[src/rtl/count_bcd_decoder_pkg.sv]
// Shared types and constants for the sequential binary-to-BCD decoder.
package count_bcd_pkg;

    // Conversion sequencer states
    typedef enum logic [1:0] {
        IDLE  = 2'd0,
        SHIFT = 2'd1,
        DONE  = 2'd2
    } state_t;

    // One BCD digit
    typedef logic [3:0] nibble_t;

    // Double-dabble correction: a digit of 5 or more gets +3 before the shift,
    // so the doubled value carries correctly into the next digit.
    localparam nibble_t ADJ_THRESH = 4'd5;
    localparam nibble_t ADJ_ADD    = 4'd3;

endpackage

[src/rtl/count_bcd_decoder_digit_adj.sv]
// Per-digit add-3 correction applied to a scratch nibble before each shift.
// The input never exceeds 9 here, so the corrected value stays within 12
// and a plain 4-bit add cannot wrap.
module bcd_digit_adj
    import count_bcd_pkg::*;
(
    input  nibble_t din,
    output nibble_t dout
);

    assign dout = (din >= ADJ_THRESH) ? nibble_t'(din + ADJ_ADD) : din;

endmodule

[src/rtl/count_bcd_decoder.sv]
// Iterative binary-to-BCD decoder for the counter display path.
// One input bit per clock; start is accepted in IDLE or DONE, the result
// appears with a one-cycle done pulse WIDTH edges after acceptance, and
// bcd/overflow hold until the next completion.
module count_bcd_decoder
    import count_bcd_pkg::*;
#(
    parameter int WIDTH  = 8,
    parameter int DIGITS = 3
)
(
    input  logic                  clk,
    input  logic                  rst,
    input  logic                  start,
    input  logic [WIDTH-1:0]      bin,
    output logic                  busy,
    output logic                  done,
    output logic [4*DIGITS-1:0]   bcd,
    output logic                  overflow
);

    localparam int ITER_W = (WIDTH > 1) ? $clog2(WIDTH) : 1;
    localparam int SW     = 4 * DIGITS;

    state_t             state;
    logic [SW-1:0]      scratch;
    logic [SW-1:0]      adj;
    logic [SW-1:0]      scratch_nxt;
    logic [WIDTH-1:0]   bin_shift;
    logic [ITER_W-1:0]  iter;
    logic               ovf_sticky;
    logic               ovf_nxt;

    // Corrected copy of every scratch digit
    for (genvar g = 0; g < DIGITS; g++) begin : g_adj
        bcd_digit_adj u_adj (
            .din  (scratch[4*g +: 4]),
            .dout (adj[4*g +: 4])
        );
    end

    // Shift corrected digits left, pulling in the next binary bit; a 1 that
    // leaves the top digit means the value needs more than DIGITS digits.
    assign scratch_nxt = {adj[SW-2:0], bin_shift[WIDTH-1]};
    assign ovf_nxt     = ovf_sticky | adj[SW-1];

    // Sequencer: accept, shift WIDTH times, publish, pulse done
    always_ff @(posedge clk or posedge rst) begin
        if (rst) begin
            state      <= IDLE;
            busy       <= 1'b0;
            done       <= 1'b0;
            bcd        <= '0;
            overflow   <= 1'b0;
            scratch    <= '0;
            bin_shift  <= '0;
            iter       <= '0;
            ovf_sticky <= 1'b0;
        end else begin
            case (state)
                IDLE: begin
                    done <= 1'b0;
                    if (start) begin
                        bin_shift  <= bin;
                        scratch    <= '0;
                        iter       <= '0;
                        ovf_sticky <= 1'b0;
                        busy       <= 1'b1;
                        state      <= SHIFT;
                    end
                end
                SHIFT: begin
                    scratch    <= scratch_nxt;
                    bin_shift  <= bin_shift << 1;
                    ovf_sticky <= ovf_nxt;
                    iter       <= iter + ITER_W'(1);
                    if (iter == ITER_W'(WIDTH - 1)) begin
                        bcd      <= scratch_nxt;
                        overflow <= ovf_nxt;
                        busy     <= 1'b0;
                        done     <= 1'b1;
                        state    <= DONE;
                    end
                end
                DONE: begin
                    done <= 1'b0;
                    // Back-to-back: a start here begins the next conversion
                    if (start) begin
                        bin_shift  <= bin;
                        scratch    <= '0;
                        iter       <= '0;
                        ovf_sticky <= 1'b0;
                        busy       <= 1'b1;
                        state      <= SHIFT;
                    end else begin
                        state <= IDLE;
                    end
                end
                default: state <= IDLE;
            endcase
        end
    end

endmodule

[config.mk]
export PLATFORM = sky130hd
export DESIGN_NAME = count_bcd_decoder
export DESIGN_NICKNAME = d
export VERILOG_FILES = /design/src/rtl/count_bcd_decoder_pkg.sv /design/src/rtl/count_bcd_decoder_digit_adj.sv /design/src/rtl/count_bcd_decoder.sv
export SDC_FILE = /design/constraint.sdc
export NUM_CORES = 1
export LEC_CHECK = 0
export ABC_AREA = 1
export CORE_MARGIN = 2
export CORE_UTILIZATION = 51
export CTS_BUF_LIST = sky130_fd_sc_hd__clkbuf_4
export DETAILED_ROUTE_END_ITERATION = 10
export MAX_ROUTING_LAYER = met4
export PLACE_DENSITY = 0.78
export SYNTH_ARGS = -nofsm -noshare
export SYNTH_HDL_FRONTEND = slang
export SYNTH_SLANG_ARGS = --single-unit
[constraint.sdc]
create_clock -name clk -period 1.2 [get_ports clk]
set_input_delay 0.18 -clock clk [delete_from_list [all_inputs] [get_ports clk]]
set_output_delay 0.18 -clock clk [all_outputs]
set_load 0.01 [all_outputs]
==> run metrics, run 1 <==
Setup crit start kind=flop; Setup-failing EPs final=13; fin crit share=1.09; crit path kind=reg2reg; Fin. Hold Viols=0; failing checks=negative setup slack; normalized max-slew margin=0.808; Total GRT Usage=0.234; ANT cells=0; P&R area growth vs syn=43.1%; register area=1030 µm²; CP Data Required Time=1.47 ns; Slew Viols, Final=0; Power Total=8.49 mW; first-pass GRT wire length=7.40 mm; Comb pwr share=0.595; Critical Path AT=1.58 ns; Syn Nets=261; H-tree levels=2; Placed Instances=333; synth unique cells=19; global route overflow=0; die height=66.6 µm; crit end category=flop; Clock Sinks=41; antenna violations before repair=0; Layout fillers=254; clock root buffer=clkbuf_4; Switching Share=0.442; power share of the clock group=0.105; DR iter-0 viols=202; First-pass DRT Iterations=4; Post-DRT Antenna Nets=0; Max Clk Rate=0.764 GHz; pin count of the biggest net entering global routing=31; Internal=4.74 mW; DR WL/cell=14.7 µm; leakage power=1.47 nW; RSZ-0062 raised after global routing=yes; layout cells sized above 1=0.393; vias in the first global route=1,612; gp weighted congestion=0.954; status=finished, violations left; Final WS setup=-0.109 ns; Initial Utilization=0.537; met1 track demand over resource=0.272; sequential-to-total area share from yosys stat=0.514; PwrDens=2970 nW/µm²; GRT Max-Usage Layer=met2; Gate Count Post-Synth=242; Hold Crit Class=in2async; clock edge transition at the registers on the reported setup and hold paths=0.13 ns; Residual DRC=0; clk_skew=0.0135 ns; Multi-input gate area=1050 µm²; DIE WIDTH=66.6 µm; M3 GR Usage=0.0608; Core Area=3720 µm²; Worst Tran Pin Value=0.288 ns; post-detail-place hpwl=3.00 mm; Max Cap Violations=0; I/O pin cnt=26; nets=327; Final min period=1.31 ns; setup_tns=-0.460 ns; die area=4430 µm²; Switch Pwr=3.75 mW; CP max FO=4; synthesized area=2000 µm²; syn_area_per_cell=8.25 µm²; Num CTS Buffers=5; vias per inst=5.29; met2 Use GR=0.389; Seq pwr share=0.301; register bit count reported by yosys=41; via count=1,883; Skew-Pair Late Insertion Delay=0.37 ns; cell row count=22; Bufs on Longest Clock Path=2; WL final=5.24 mm; Syn. warnings=0; IO buf count=25; Max VDD drop=1.38 mV; CTS tree=done; Non-Filler Instances=356
-- state kept, by name, summed over array words and instances, names as in the netlist --
| register | count |
|---|---|
| bcd | 12 |
| bin_shift | 8 |
| busy | 1 |
| done | 1 |
| iter | 3 |
| overflow | 1 |
| ovf_sticky | 1 |
| scratch | 12 |
| state | 2 |
-- kinds of logic after synthesis --
family / synth area share
fa+ha+maj: 0.0502
simple gates: 0.290
buf+inv: 0.0771
flops: 0.514
compound gates: 0.0690
-- cell usage after synthesis, drive strengths merged --
library cell	instances	area [µm²]
nand3	21	105
nand4	2	12.5
inv	23	93.8
dfrtp	41	1030
o22ai	2	18.8
ha	8	100
nor2	13	48.8
a31oi	7	43.8
nand2	103	412
o21ai	13	65.1
a21oi	2	10.0
buf	7	60.1
-- cells in the final DEF (no fill, tap or decap), types with 5 or more instances in the layout --
master            n
dfrtp_1          38
inv_1            10
clkdlybuf4s50_1  10
nand3_2           6
nand2_1          82
nor2_1           12
a31oi_1           7
nand3_1          14
clkbuf_2         13
clkbuf_4          5
nand2_4           9
inv_2             9
nand2_2          11
buf_4            35
ha_4              6
o21ai_0           5
-- metrics by stage --
stage / cell area [µm²] / utilization / hold WS [ns] / setup slack (ns)
final: 2860 / 0.768 / 0.162 / -0.109
after global routing: 2860 / 0.768 / 0.167 / -0.173
after CTS: 2670 / 0.718 / 0.165 / 0.000165
after detailed placement: 2470 / 0.666 / 0.465 / -0.166
after global placement: 2470 / 0.666 / 0.461 / -0.101
after floorplan: 2010 / - / 0.305 / 0.00876
-- worst max-delay path, stage by stage, from the launching register on --
cell and delay (ns):
dfrtp_2 0.47, inv_2 0.10, ha_4 0.15, nand2_2 0.07, nand2_4 0.09, nand3_1 0.14, nand3_1 0.14, nand2_1 0.06
-- worst paths after layout --
check / from / end / slack [ns] / cells after the start
max reg2reg: scratch[4] / scratch[6] / -0.11 / 7
min reg2reg: busy / busy / 0.49 / 2
max in group asynchronous: rst / state[0] / 0.85 / 3
min: rst / bcd[0] / 0.16 / 3
max: scratch[4] / scratch[6] / -0.11 / 7
min in group clk: bin[3] / bin_shift[3] / 0.36 / 3
-- power groups by stage --
stage	sequential [mW]	clock, mW	combinational, mW
finish	2.55	0.888	5.05
global route	2.63	0.969	5.53
CTS	2.49	0.900	4.09
detailed placement	2.49	0	3.79
global placement	2.47	0	3.67
floorplan	2.52	0	2.32
-- layout make-up --
type | instances | share of cell area
flip-flops and latches | 41 | 0.361
clock buffers | 5 | 0.0131
repair buffers | 66 | 0.188
inverters | 23 | 0.0355
well taps | 48 | 0.0210
multi-input cells | 171 | 0.369
clock inverters | 2 | 0.0123
-- repair_timing --
action                                  4_1_cts  5_1_grt
buffers inserted                              9        8
cloned                                        0        1
endpoints found under the setup margin       37       41
endpoints found under the hold margin         0        0
pin swaps                                     4       11
gates resized for setup                      55       70
hold buffers                                  0        0
-- layer usage --
metal / vias up / part of all wire
met5: - / 0
met4: 0 / 0.034
met3: 20 / 0.053
met2: 74 / 0.52
met1: 887 / 0.39
li1: 902 / -
Note: power is estimated with default switching activity, not from simulation.
==> run 2: changes to the inputs <==
SKIP_CTS_REPAIR_TIMING = 1   (was default)
==> run 2 against run 1 <==
The run still ends with negative setup slack left. Via count up 0.53%. Routed wire length up 5.1%. Global-route usage down 1.2 points. Final cell count down 2.0%. Sequential power about the same. Non-clock buffer count down 7. Largest cell class unchanged. Largest power group unchanged.
==> run metrics, run 2 (synthesis results as in run 1) <==
leakage power=1.63 nW (+11%); pin count of the biggest net entering global routing=31 (unchanged); crit end category=flop; Total GRT Usage=0.222 (-0.0122); WL final=5.50 mm (+5.1%); Clock Sinks=41 (unchanged); Initial Utilization=0.537 (unchanged); Power Total=8.61 mW (+1.5%); Slew Viols, Final=0 (unchanged); vias per inst=5.42 (+2.5%); global route overflow=0 (unchanged); RSZ-0062 raised after global routing=yes; gp weighted congestion=0.954 (unchanged); status=finished, violations left; Max Clk Rate=0.767 GHz (+0.36%); die area=4430 µm² (unchanged); Core Area=3720 µm² (unchanged); Num CTS Buffers=5 (unchanged); commonest non-fill, non-tap cell in the layout=nand2_1; Skew-Pair Late Insertion Delay=0.37 ns (about the same); post-place setup slack=-0.166 ns (unchanged); Post-DRT Antenna Nets=0 (unchanged); cell row count=22 (unchanged); DIE WIDTH=66.6 µm (unchanged); Max VDD drop=1.50 mV (+8.9%); DR iter-0 viols=194 (-4.0%); path depth of the worst reg2reg path=8 (+1); IO buf count=25 (unchanged); DR WL/cell=15.8 µm (+7.2%); biggest regs=bcd: 12 flops, scratch: 12 flops, bin_shift: 8 flops; Setup-failing EPs final=15 (+2); antenna violations before repair=0 (unchanged); Setup crit start kind=flop; ANT cells=0 (unchanged); Fin. Hold Viols=0 (unchanged); Final min period=1.30 ns (-0.00471 ns); WHS=0.160 ns (-0.00184 ns); via count=1,893 (+0.53%); I/O pin cnt=26 (unchanged); die height=66.6 µm (unchanged); vias in the first global route=1,534 (-4.8%); fin crit share=1.09 (-0.00392); crit path kind=reg2reg; Worst Tran Pin Value=0.300 ns (+0.0124 ns); clk_skew=0.0134 ns (-0.0000924 ns); nets=320 (-2.1%); H-tree levels=2 (unchanged); failing checks=negative setup slack; First-pass DRT Iterations=5 (+1); CTS tree=done; post-detail-place hpwl=3.00 mm (unchanged); Residual DRC=0 (unchanged); Critical Path AT=1.61 ns (+0.03 ns); CP Data Required Time=1.51 ns (+0.04 ns); P&R area growth vs syn=47.6%; clock root buffer=clkbuf_4; Hold Crit Class=in2async; most frequent cells in the layout=nand2_1, dfrtp_1, buf_4; Max Cap Violations=0 (unchanged); normalized max-slew margin=0.800 (-0.00849); Layout fillers=220 (-13%); Bufs on Longest Clock Path=2 (unchanged); CP max FO=4 (unchanged); clock edge transition at the registers on the reported setup and hold paths=0.13 ns (about the same); Final WS setup=-0.104 ns (+0.00471 ns); first-pass GRT wire length=7.00 mm (-5.3%); layout cells sized above 1=0.349 (-0.0440); PwrDens=2920 nW/µm² (-1.6%)
==> run 2: changes by cell type in the layout (fill, tap and decap cells not counted), sizes merged <==
| cell | delta |
|---|---|
| dlymetal6s2s | +15 |
| clkbuf | -12 |
| buf | -10 |
==> run 2: worst paths after layout <==
path,startpoint,endpoint,slack (ns)
min,rst,bcd[0],0.16
min reg2reg,overflow,overflow,0.49
max in group asynchronous,rst,state[0],0.85
max reg2reg,scratch[5],scratch[8],-0.10
max,scratch[5],scratch[8],-0.10
min in group clk,bin[3],bin_shift[3],0.36
==> run 2: area by class of cell <==
cell class / instances / area (µm²) / area share
tap: 48 / 60.1 / 0.0204
sequential: 41 / 1030 / 0.349
clock inverter: 2 / 35.0 / 0.0119
clock buffer: 5 / 37.5 / 0.0127
multi-input combinational: 171 / 1070 / 0.365
timing repair buffer: 59 / 611 / 0.207
inverter: 23 / 98.8 / 0.0335
==> run 2: metal layers <==
metal	global-route usage	vias up	wire length, µm
li1	-	892	-
met1	0.264	897	2260
met2	0.356	90	2780
met3	0.0608	14	350
met4	0.0918	0	116
met5	-	-	0
==> run 2: worst max-delay path: stages (launching register included) <==
cell and delay [ns]:
dfrtp_1 0.42, inv_2 0.13, ha_4 0.15, inv_2 0.03, nand2_2 0.08, nand2_4 0.10
o21ai_4 0.17, nand2_1 0.09, nand2_1 0.07
==> run 2: stage by stage <==
stage	utilization	area [µm²]	TNS (ns)	instances
6_report	0.793	2950	-0.661	349
2_1_floorplan	-	2010	0	242
3_3_place_gp	0.666	2470	-1.60	333
3_5_place_dp	0.666	2470	-3.06	333
5_1_grt	0.793	2950	-1.57	349
4_1_cts	0.685	2550	-5.67	340
==> run 2: report_power, final <==
group	switching, mW	leakage, nW	internal [mW]
clock network	0.474	0.0410	0.424
logic	2.82	1.09	2.32
registers	0.532	0.502	2.05
total	3.82	1.63	4.79
